**config.mk**
```make
export PLATFORM = sky130hd
export DESIGN_NAME = exe_pipe_ctrl
export DESIGN_NICKNAME = d
export VERILOG_FILES = /design/src/rtl/pipe_pkg.sv /design/src/rtl/mem_wait_fsm.sv /design/src/rtl/exe_pipe_ctrl.sv
export SDC_FILE = /design/constraint.sdc
export NUM_CORES = 1
export LEC_CHECK = 0
export BUFFER_PORTS_ARGS = -buffer_cell sky130_fd_sc_hd__buf_2
export CORE_ASPECT_RATIO = 1.1
export CORE_MARGIN = 2
export CORE_UTILIZATION = 33
export DETAILED_ROUTE_END_ITERATION = 10
export HOLD_SLACK_MARGIN = 0.06
export PLACE_DENSITY = 0.69
export REMOVE_ABC_BUFFERS = 1
export SETUP_SLACK_MARGIN = 0.02
export SLEW_MARGIN = 30
export SYNTH_ARGS = -nofsm -noshare
export SYNTH_HDL_FRONTEND = slang
export SYNTH_SLANG_ARGS = --single-unit
```
**constraint.sdc**
```tcl
create_clock -name clk -period 2.5 [get_ports clk]
set_input_delay 0.25 -clock clk [delete_from_list [all_inputs] [get_ports clk]]
set_output_delay 0.25 -clock clk [all_outputs]
set_load 0.1 [all_outputs]
```
**src/rtl/pipe_pkg.sv**
```systemverilog
// Shared definitions for the execute-stage pipeline sequencer.
// Latency: n/a (types and constants only).
// Backpressure: n/a.
package pipe_pkg;

    // Default geometry of the pipeline control block.
    localparam int PIPE_REG_AW      = 4;
    localparam int PIPE_SR_W        = 4;
    localparam int PIPE_MEM_TIMEOUT = 15;

    // Status register bit positions, ordered {N,Z,C,V} from MSB to LSB.
    // The EXE stage takes its carry-in from sr[SR_C].
    localparam int SR_N = 3;
    localparam int SR_Z = 2;
    localparam int SR_C = 1;
    localparam int SR_V = 0;

    // Data-memory access sequencer states.
    typedef enum logic [1:0] {
        MEM_IDLE = 2'd0,
        MEM_WAIT = 2'd1,
        MEM_DONE = 2'd2
    } mem_state_e;

    // Pipeline steering bundle produced by the priority mux.
    typedef struct packed {
        logic pc_freeze;
        logic ifid_freeze;
        logic ifid_flush;
        logic idexe_bubble;
        logic pipe_freeze;
    } pipe_ctl_t;

endpackage

```
**src/rtl/mem_wait_fsm.sv**
```systemverilog
// Sequences one multi-cycle data-memory access: launch pulse, wait, one-cycle release.
// Latency: access occupies (wait cycles + 2) cycles; launch pulse is combinational on mem_req in IDLE.
// Backpressure: mem_freeze holds the whole pipe from launch until the DONE cycle.
module mem_wait_fsm
    import pipe_pkg::*;
#(
    parameter int MEM_TIMEOUT = PIPE_MEM_TIMEOUT
) (
    input  logic clk,
    input  logic rst_n,
    input  logic mem_req,
    input  logic sram_done,
    output logic sram_start,
    output logic mem_freeze,
    output logic mem_err
);

    localparam int CNT_W = $clog2(MEM_TIMEOUT + 1);
    localparam logic [CNT_W-1:0] TIMEOUT_CNT = CNT_W'(MEM_TIMEOUT);

    mem_state_e       state_q, state_d;
    logic [CNT_W-1:0] cnt_q, cnt_d;
    logic             err_q, err_d;

    // State, wait counter and sticky error; reset aborts any access in flight.
    always_ff @(posedge clk or negedge rst_n) begin
        if (!rst_n) begin
            state_q <= MEM_IDLE;
            cnt_q   <= '0;
            err_q   <= 1'b0;
        end else begin
            state_q <= state_d;
            cnt_q   <= cnt_d;
            err_q   <= err_d;
        end
    end

    // Next state: DONE is always followed by IDLE, so mem_req is not re-sampled there.
    always_comb begin
        state_d = state_q;
        cnt_d   = cnt_q;
        err_d   = err_q;
        case (state_q)
            MEM_IDLE: begin
                if (mem_req) begin
                    state_d = MEM_WAIT;
                    cnt_d   = '0;
                end
            end
            MEM_WAIT: begin
                if (sram_done) begin
                    state_d = MEM_DONE;
                end else if (cnt_q == TIMEOUT_CNT) begin
                    state_d = MEM_DONE;
                    err_d   = 1'b1;
                end else begin
                    cnt_d = cnt_q + 1'b1;
                end
            end
            MEM_DONE: begin
                state_d = MEM_IDLE;
            end
            default: begin
                state_d = MEM_IDLE;
            end
        endcase
    end

    // Outputs: launch only from IDLE; the freeze covers the launch cycle and all of WAIT.
    always_comb begin
        sram_start = (state_q == MEM_IDLE) && mem_req;
        mem_freeze = (state_q == MEM_WAIT) || sram_start;
        mem_err    = err_q;
    end

endmodule

```
**src/rtl/exe_pipe_ctrl.sv**
```systemverilog
// Pipeline sequencer beside EXE: status register, RAW stall, branch flush, memory-wait freeze.
// Latency: steering outputs are combinational; sr updates one edge after a qualifying exe_s.
// Backpressure: memory freeze outranks branch flush, which outranks hazard stall.
module exe_pipe_ctrl
    import pipe_pkg::*;
#(
    parameter int REG_AW      = PIPE_REG_AW,
    parameter int SR_W        = PIPE_SR_W,
    parameter int MEM_TIMEOUT = PIPE_MEM_TIMEOUT
) (
    input  logic              clk,
    input  logic              rst_n,
    input  logic              id_valid,
    input  logic [REG_AW-1:0] id_src1,
    input  logic [REG_AW-1:0] id_src2,
    input  logic              id_two_src,
    input  logic [REG_AW-1:0] exe_dest,
    input  logic              exe_wb_en,
    input  logic              exe_s,
    input  logic [SR_W-1:0]   alu_status,
    input  logic              br_taken,
    input  logic [REG_AW-1:0] mem_dest,
    input  logic              mem_wb_en,
    input  logic              mem_req,
    input  logic              sram_done,
    output logic [SR_W-1:0]   sr,
    output logic              sram_start,
    output logic              pc_freeze,
    output logic              ifid_freeze,
    output logic              ifid_flush,
    output logic              idexe_bubble,
    output logic              pipe_freeze,
    output logic              mem_err
);

    logic            mem_freeze;
    logic            hazard;
    logic [SR_W-1:0] sr_q, sr_d;
    pipe_ctl_t       ctl;

    mem_wait_fsm #(
        .MEM_TIMEOUT (MEM_TIMEOUT)
    ) u_mem_wait_fsm (
        .clk        (clk),
        .rst_n      (rst_n),
        .mem_req    (mem_req),
        .sram_done  (sram_done),
        .sram_start (sram_start),
        .mem_freeze (mem_freeze),
        .mem_err    (mem_err)
    );

    // RAW detection against both in-flight producers; no forwarding, so any match stalls.
    always_comb begin
        logic src1_hit;
        logic src2_hit;
        src1_hit = (exe_wb_en && (exe_dest == id_src1)) || (mem_wb_en && (mem_dest == id_src1));
        src2_hit = (exe_wb_en && (exe_dest == id_src2)) || (mem_wb_en && (mem_dest == id_src2));
        hazard   = id_valid && (src1_hit || (id_two_src && src2_hit));
    end

    // Priority mux: memory freeze, then taken branch, then hazard stall.
    // A branch held under freeze stays on br_taken and is acted on in the release cycle.
    always_comb begin
        ctl = '0;
        if (mem_freeze) begin
            ctl.pc_freeze   = 1'b1;
            ctl.ifid_freeze = 1'b1;
            ctl.pipe_freeze = 1'b1;
        end else if (br_taken) begin
            ctl.ifid_flush   = 1'b1;
            ctl.idexe_bubble = 1'b1;
        end else if (hazard) begin
            ctl.pc_freeze    = 1'b1;
            ctl.ifid_freeze  = 1'b1;
            ctl.idexe_bubble = 1'b1;
        end
    end

    // SR load: a flag-setting instruction frozen in EXE writes once, on the release edge.
    always_comb begin
        sr_d = sr_q;
        if (exe_s && !mem_freeze) begin
            sr_d = alu_status;
        end
    end

    // Status register.
    always_ff @(posedge clk or negedge rst_n) begin
        if (!rst_n) begin
            sr_q <= '0;
        end else begin
            sr_q <= sr_d;
        end
    end

    // Drive outputs.
    always_comb begin
        sr           = sr_q;
        pc_freeze    = ctl.pc_freeze;
        ifid_freeze  = ctl.ifid_freeze;
        ifid_flush   = ctl.ifid_flush;
        idexe_bubble = ctl.idexe_bubble;
        pipe_freeze  = ctl.pipe_freeze;
    end

endmodule

```
## After elaboration in Yosys (flattened, before gate mapping)

Index checks and enable logic that the tools add are counted.
W data, S select, Z words.

- Register bits after elaboration: 11
- Input bits: 30
- Logic and storage cells: 50

- $add $sub $neg: 1
- Equality and inequality tests: 10
- Muxes and demuxes: 16
- Bitwise logic cells: 1
- Reductions and logical operators: 18

Operator list:

| cell | count |
|---|---|
| $eq A4 B4 Y1 | 4 |
| $mux W2 | 7 |
| $mux W4 | 3 |
| $logic_and A1 B1 Y1 | 8 |
| $pmux W4 S2 | 1 |
| $ne A2 B2 Y1 const B | 3 |
| $add A4 B1 Y4 const B | 1 |
| $eq A4 B4 Y1 const B | 1 |
| $logic_or A1 B1 Y1 | 4 |
| $mux W1 | 4 |
| $pmux W2 S2 | 1 |
| $reduce_and A4 Y1 | 1 |
| $ne A3 B2 Y1 const B | 1 |
| $reduce_and A3 Y1 | 1 |
| $eq A2 B1 Y1 const B | 1 |
| $logic_not A2 Y1 | 1 |
| $reduce_and A2 Y1 | 1 |
| $reduce_bool A2 Y1 | 1 |
| $logic_not A1 Y1 | 1 |
| $not A1 Y1 | 1 |

## Longest topological paths before layout

- Depth in word-level cells: 9
- Depth in mapped cells: 7
- Mapped depth without buffers: 6

## Hierarchy

A second synthesis with hierarchy kept.

- Cells, all modules: 74
- Area, all modules: 782.0 um^2

Modules (own cells, without submodules):

| module | instances | cells an instance | area each (um^2) | sequential area each (um^2) |
|---|---|---|---|---|
| exe_pipe_ctrl | 1 | 41 | 397.9 | 100.1 |
| mem_wait_fsm | 1 | 33 | 384.1 | 175.2 |

## Least setup slack after synthesis

OpenSTA, ideal clock, no wires.

- Kind: input port to output port
- Start: input port id_src1[2]
- End: output port pc_freeze
- Arrival: 3544 ps
- Required time: 2250 ps
- Setup slack: -1294 ps
- Stages on the path: 7
- Path buffers: 1
- Path through: xor2_1 > nor3_1 > nand3_1 > o21ai_0 > a311oi_1 > o21ai_0 > buf_4

- Word-level cells in the longest chain between the ends: 8
- Elaborated cells between the ends (all ways): 10

Ends and longest elaborated chain:

| what | line | text |
|---|---|---|
| start, declared | exe_pipe_ctrl.sv:14 | `input logic [REG_AW-1:0] id_src1,` |
| $eq A4 B4 Y1 | exe_pipe_ctrl.sv:57 | `src1_hit = (exe_wb_en && (exe_dest == id_src1)) \|\| (mem_wb_en && (mem_dest == id_src1));` |
| $logic_and A1 B1 Y1 | exe_pipe_ctrl.sv:57 |  |
| $logic_or A1 B1 Y1 (*) | exe_pipe_ctrl.sv:57 |  |
| $logic_or A1 B1 Y1 (*) | exe_pipe_ctrl.sv:59 | `hazard = id_valid && (src1_hit \|\| (id_two_src && src2_hit));` |
| $logic_and A1 B1 Y1 (*) | exe_pipe_ctrl.sv:59 |  |
| $mux W2 (*) | exe_pipe_ctrl.sv:73 | `end else if (hazard) begin` |
| $mux W2 (*) | exe_pipe_ctrl.sv:70 | `end else if (br_taken) begin` |
| $mux W2 (*) | exe_pipe_ctrl.sv:66 | `if (mem_freeze) begin` |
| end, declared | exe_pipe_ctrl.sv:28 | `output logic pc_freeze,` |

Every way passes the cells marked *; elsewhere a longest branch is shown, timed or not.

## Worst setup path in the final report

- Start: register u_mem_wait_fsm.state_q[0]
- End: output port idexe_bubble

- Word-level cells in the longest chain between the ends: 4
- Elaborated cells between the ends (all ways): 5

Ends and longest elaborated chain:

| what | line | text |
|---|---|---|
| start, declared | mem_wait_fsm.sv:21 | `mem_state_e state_q, state_d;` |
| start signal, assigned | mem_wait_fsm.sv:32 | `state_q <= state_d;` |
| $logic_not A2 Y1 | mem_wait_fsm.sv:71 | `sram_start = (state_q == MEM_IDLE) && mem_req;` |
| $logic_and A1 B1 Y1 | mem_wait_fsm.sv:71 |  |
| $logic_or A1 B1 Y1 (*) | mem_wait_fsm.sv:72 | `mem_freeze = (state_q == MEM_WAIT) \|\| sram_start;` |
| $mux W2 (*) | exe_pipe_ctrl.sv:66 |  |
| end, declared | exe_pipe_ctrl.sv:31 | `output logic idexe_bubble,` |

Marks and branches as above.

==> impl_metrics.ini <==
[setup_path]
crit_path_max_fanout = 5
worst-r2r-setup-slack_ns = 1.03
crit_buf_inv = 1
arrival_ns = 1.73
path_cells = o21bai_1, and2_1, o21bai_1, buf_2
crit_top_cell = o21bai_1
crit_type = register to primary output
critPathSlowestCell = dfrtp_1
critPathCaptureType = primary output
path_delay_family = flip-flops
cp-startpoint = u_mem_wait_fsm.state_q[0]$_DFFE_PN0P_
rr_worst_depth = 5
r2r-end = u_mem_wait_fsm.cnt_q[2]$_DFFE_PN0P_
required_ns = 2.25
reg2reg_from = u_mem_wait_fsm.cnt_q[0]$_DFFE_PN0P_
max_stage_delay_ns = 0.44
start_kind = register

[yosys]
syn_avg_cell_area_um2 = 10.1
synth.most_common_cell = dfrtp_1
ys_async_sr_fraction_pct = 100
yosysSeqAreaShare_pct = 39.0
synth_top_cell_by_area = dfrtp_1
synth_cell_types = 27
synth-seq-cells = 11
synth_common_cells = dfrtp_1 (11), xor2_1 (10), xnor2_1 (7)
syn_area_um2 = 706
synth_cells = 70
synth_edf_count = 0
synthFlopType = dfrtp_1
synth_area_leaders = dfrtp_1 (39%), xor2_1 (12%), xnor2_1 (8.7%)
synth_warnings = 0
yosysTopAreaCellShare_pct = 39.0

[detailed_routing]
detail-route-antenna-nets = 0
drt_iter0_drc = 5
vias = 651
routed.top_layer = met3
drc = 0
wl_met3_um = 59
wl_met2_um = 783
wl_per_cell_um = 10.4
m1WireLength_um = 628
wl_um = 1470
dr.pass1.iters = 2
vias_per_cell = 4.58

[clock_tree]
cts_tree = built
cts_root_buf = clkbuf_4
clk_latency_ns = 0.26
ctsResizeCount = 0
cts_buffer_depth = 2
h-tree-depth = 1
cts_made_buffers = 3
path_clk_slew_ns = 0.07
cts_sinks = 11

[sta]
min_period_over_period_pct = 79.1
clock-skew-final_ns = 0.00525
drv_slew = 0
fin_crit_ns = 1.98
worst_pin_slew_ns = 0.499
fmax_mhz = 506
finalSetupViolCount = 0
max_slew_margin_pct = 67.0
rsz0062_at_grt = false
finalHoldViolCount = 0

[min_path]
hold_depth = 2
min_to = sr[0]$_DFFE_PN0P_
holdCritPathClass = primary input to register
hold_start = alu_status[0]

[global_route]
grt_pass1_wl_um = 2490
antenna_found_initial = 0
grt_start_max_net_pins = 12
grt.overflow.total = 0
grt_pass1_vias = 650
grtUsageTotal_pct = 13.8

[outcome]
status = finished, final reports clean

[floorplanning]
initial_core_util_pct = 34.9
row_count = 17
io_pins = 41
die_area_mm2 = 0.00252
chipWidth_um = 48.1
die-height_um = 52.5
core_mm2 = 0.00202

[power_and_ir_drop]
ir_drop_mv = 0.529
cellPowerDensity_mw_per_mm2 = 838
p_leak_nw = 0.484

[placement]
place_area_um2 = 933
place.gp.congestion = 0.899
dp_hpwl_um = 1320
portBuffers = 40

[cells_and_area]
stdcell_area_um2 = 970
fill_cells = 203
layout-drive-gt1-share_pct = 43.0
layout.nets = 146
antennaDiodeCount = 0
area_growth_pct = 37.4
postLayoutCoreUtil_pct = 48.0

[job]
max-cap-violations = 0
==> worst max path at each step <==
stage	end	slack, ns	depth (start not counted)
after floorplan	ifid_freeze	-2.70	6
after global placement	ifid_freeze	0.66	8
after detailed placement	ifid_freeze	0.58	8
after CTS	idexe_bubble	0.51	4
after global routing	ifid_freeze	0.41	8
final	idexe_bubble	0.52	4
==> cell families (layout without fill, tap and decap cells) <==
| logic type | count (synthesis) | count (layout) | share of synthesized area [%] |
|---|---|---|---|
| adders and majority gates | 1 | 1 | 1.77 |
| buffers and inverters | 2 | 46 | 1.60 |
| AOI/OAI and AO/OA | 13 | 13 | 13.1 |
| DFF | 11 | 11 | 39.0 |
| xor gates and xnor gates | 17 | 17 | 21.1 |
| and+or+nand+nor | 21 | 21 | 15.6 |
| muxes | 5 | 5 | 7.80 |
==> state kept, by name (all words and copies together), names as in the netlist <==
name / cells
u_mem_wait_fsm.state_q: 2
u_mem_wait_fsm.mem_err: 1
u_mem_wait_fsm.cnt_q: 4
sr: 4
==> power breakdown <==
group,switching [W],internal [W]
Sequential,0.0000384,0.000224
Combinational,0.000331,0.000105
Clock,0.0000519,0.0000615
==> routing by layer <==
layer | GRT usage [%] | vias up
met5 | 0 | -
met4 | 6.31 | 0
met3 | 2.41 | 0
met2 | 24.7 | 13
met1 | 15.2 | 299
li1 | - | 339
==> cell type report <==
type	instances	area [um2]	share of cell area, %
Multi-Input combinational cell	57	419	43.2
Sequential cell	11	275	28.4
Tap cell	28	35.0	3.61
Timing Repair Buffer	41	210	21.7
Clock buffer	4	26.3	2.71
Inverter	1	3.75	0.387
==> placed cells by master (no fill, tap or decap), types with 2 or more instances in the layout <==
master / count
a21oi_1: 3
buf_2: 40
clkbuf_4: 3
dfrtp_1: 11
mux2_2: 4
nand2_1: 3
nand3_1: 4
nor2_1: 5
nor3_1: 2
o21ai_0: 3
o21bai_1: 2
xnor2_1: 7
xor2_1: 10
==> repair_timing <==
| item | in CTS | in global routing |
|---|---|---|
| hold endpoints to repair | 11 | 0 |
| setup buffers | 0 | 0 |
| hold buffers | 1 | 0 |
==> metrics by stage <==
stage	setup WS, ns	power, W	instances	hold slack [ns]	TNS [ns]
2_1_floorplan	-2.70	0.000609	69	-0.0456	-7.21
3_3_place_gp	0.657	0.000698	137	0.124	0
3_5_place_dp	0.576	0.000703	137	0.125	0
4_1_cts	0.506	0.000822	142	0.211	0
5_1_grt	0.408	0.000865	142	0.214	0
6_report	0.522	0.000812	142	0.220	0
(Power assumes the default switching activity.)
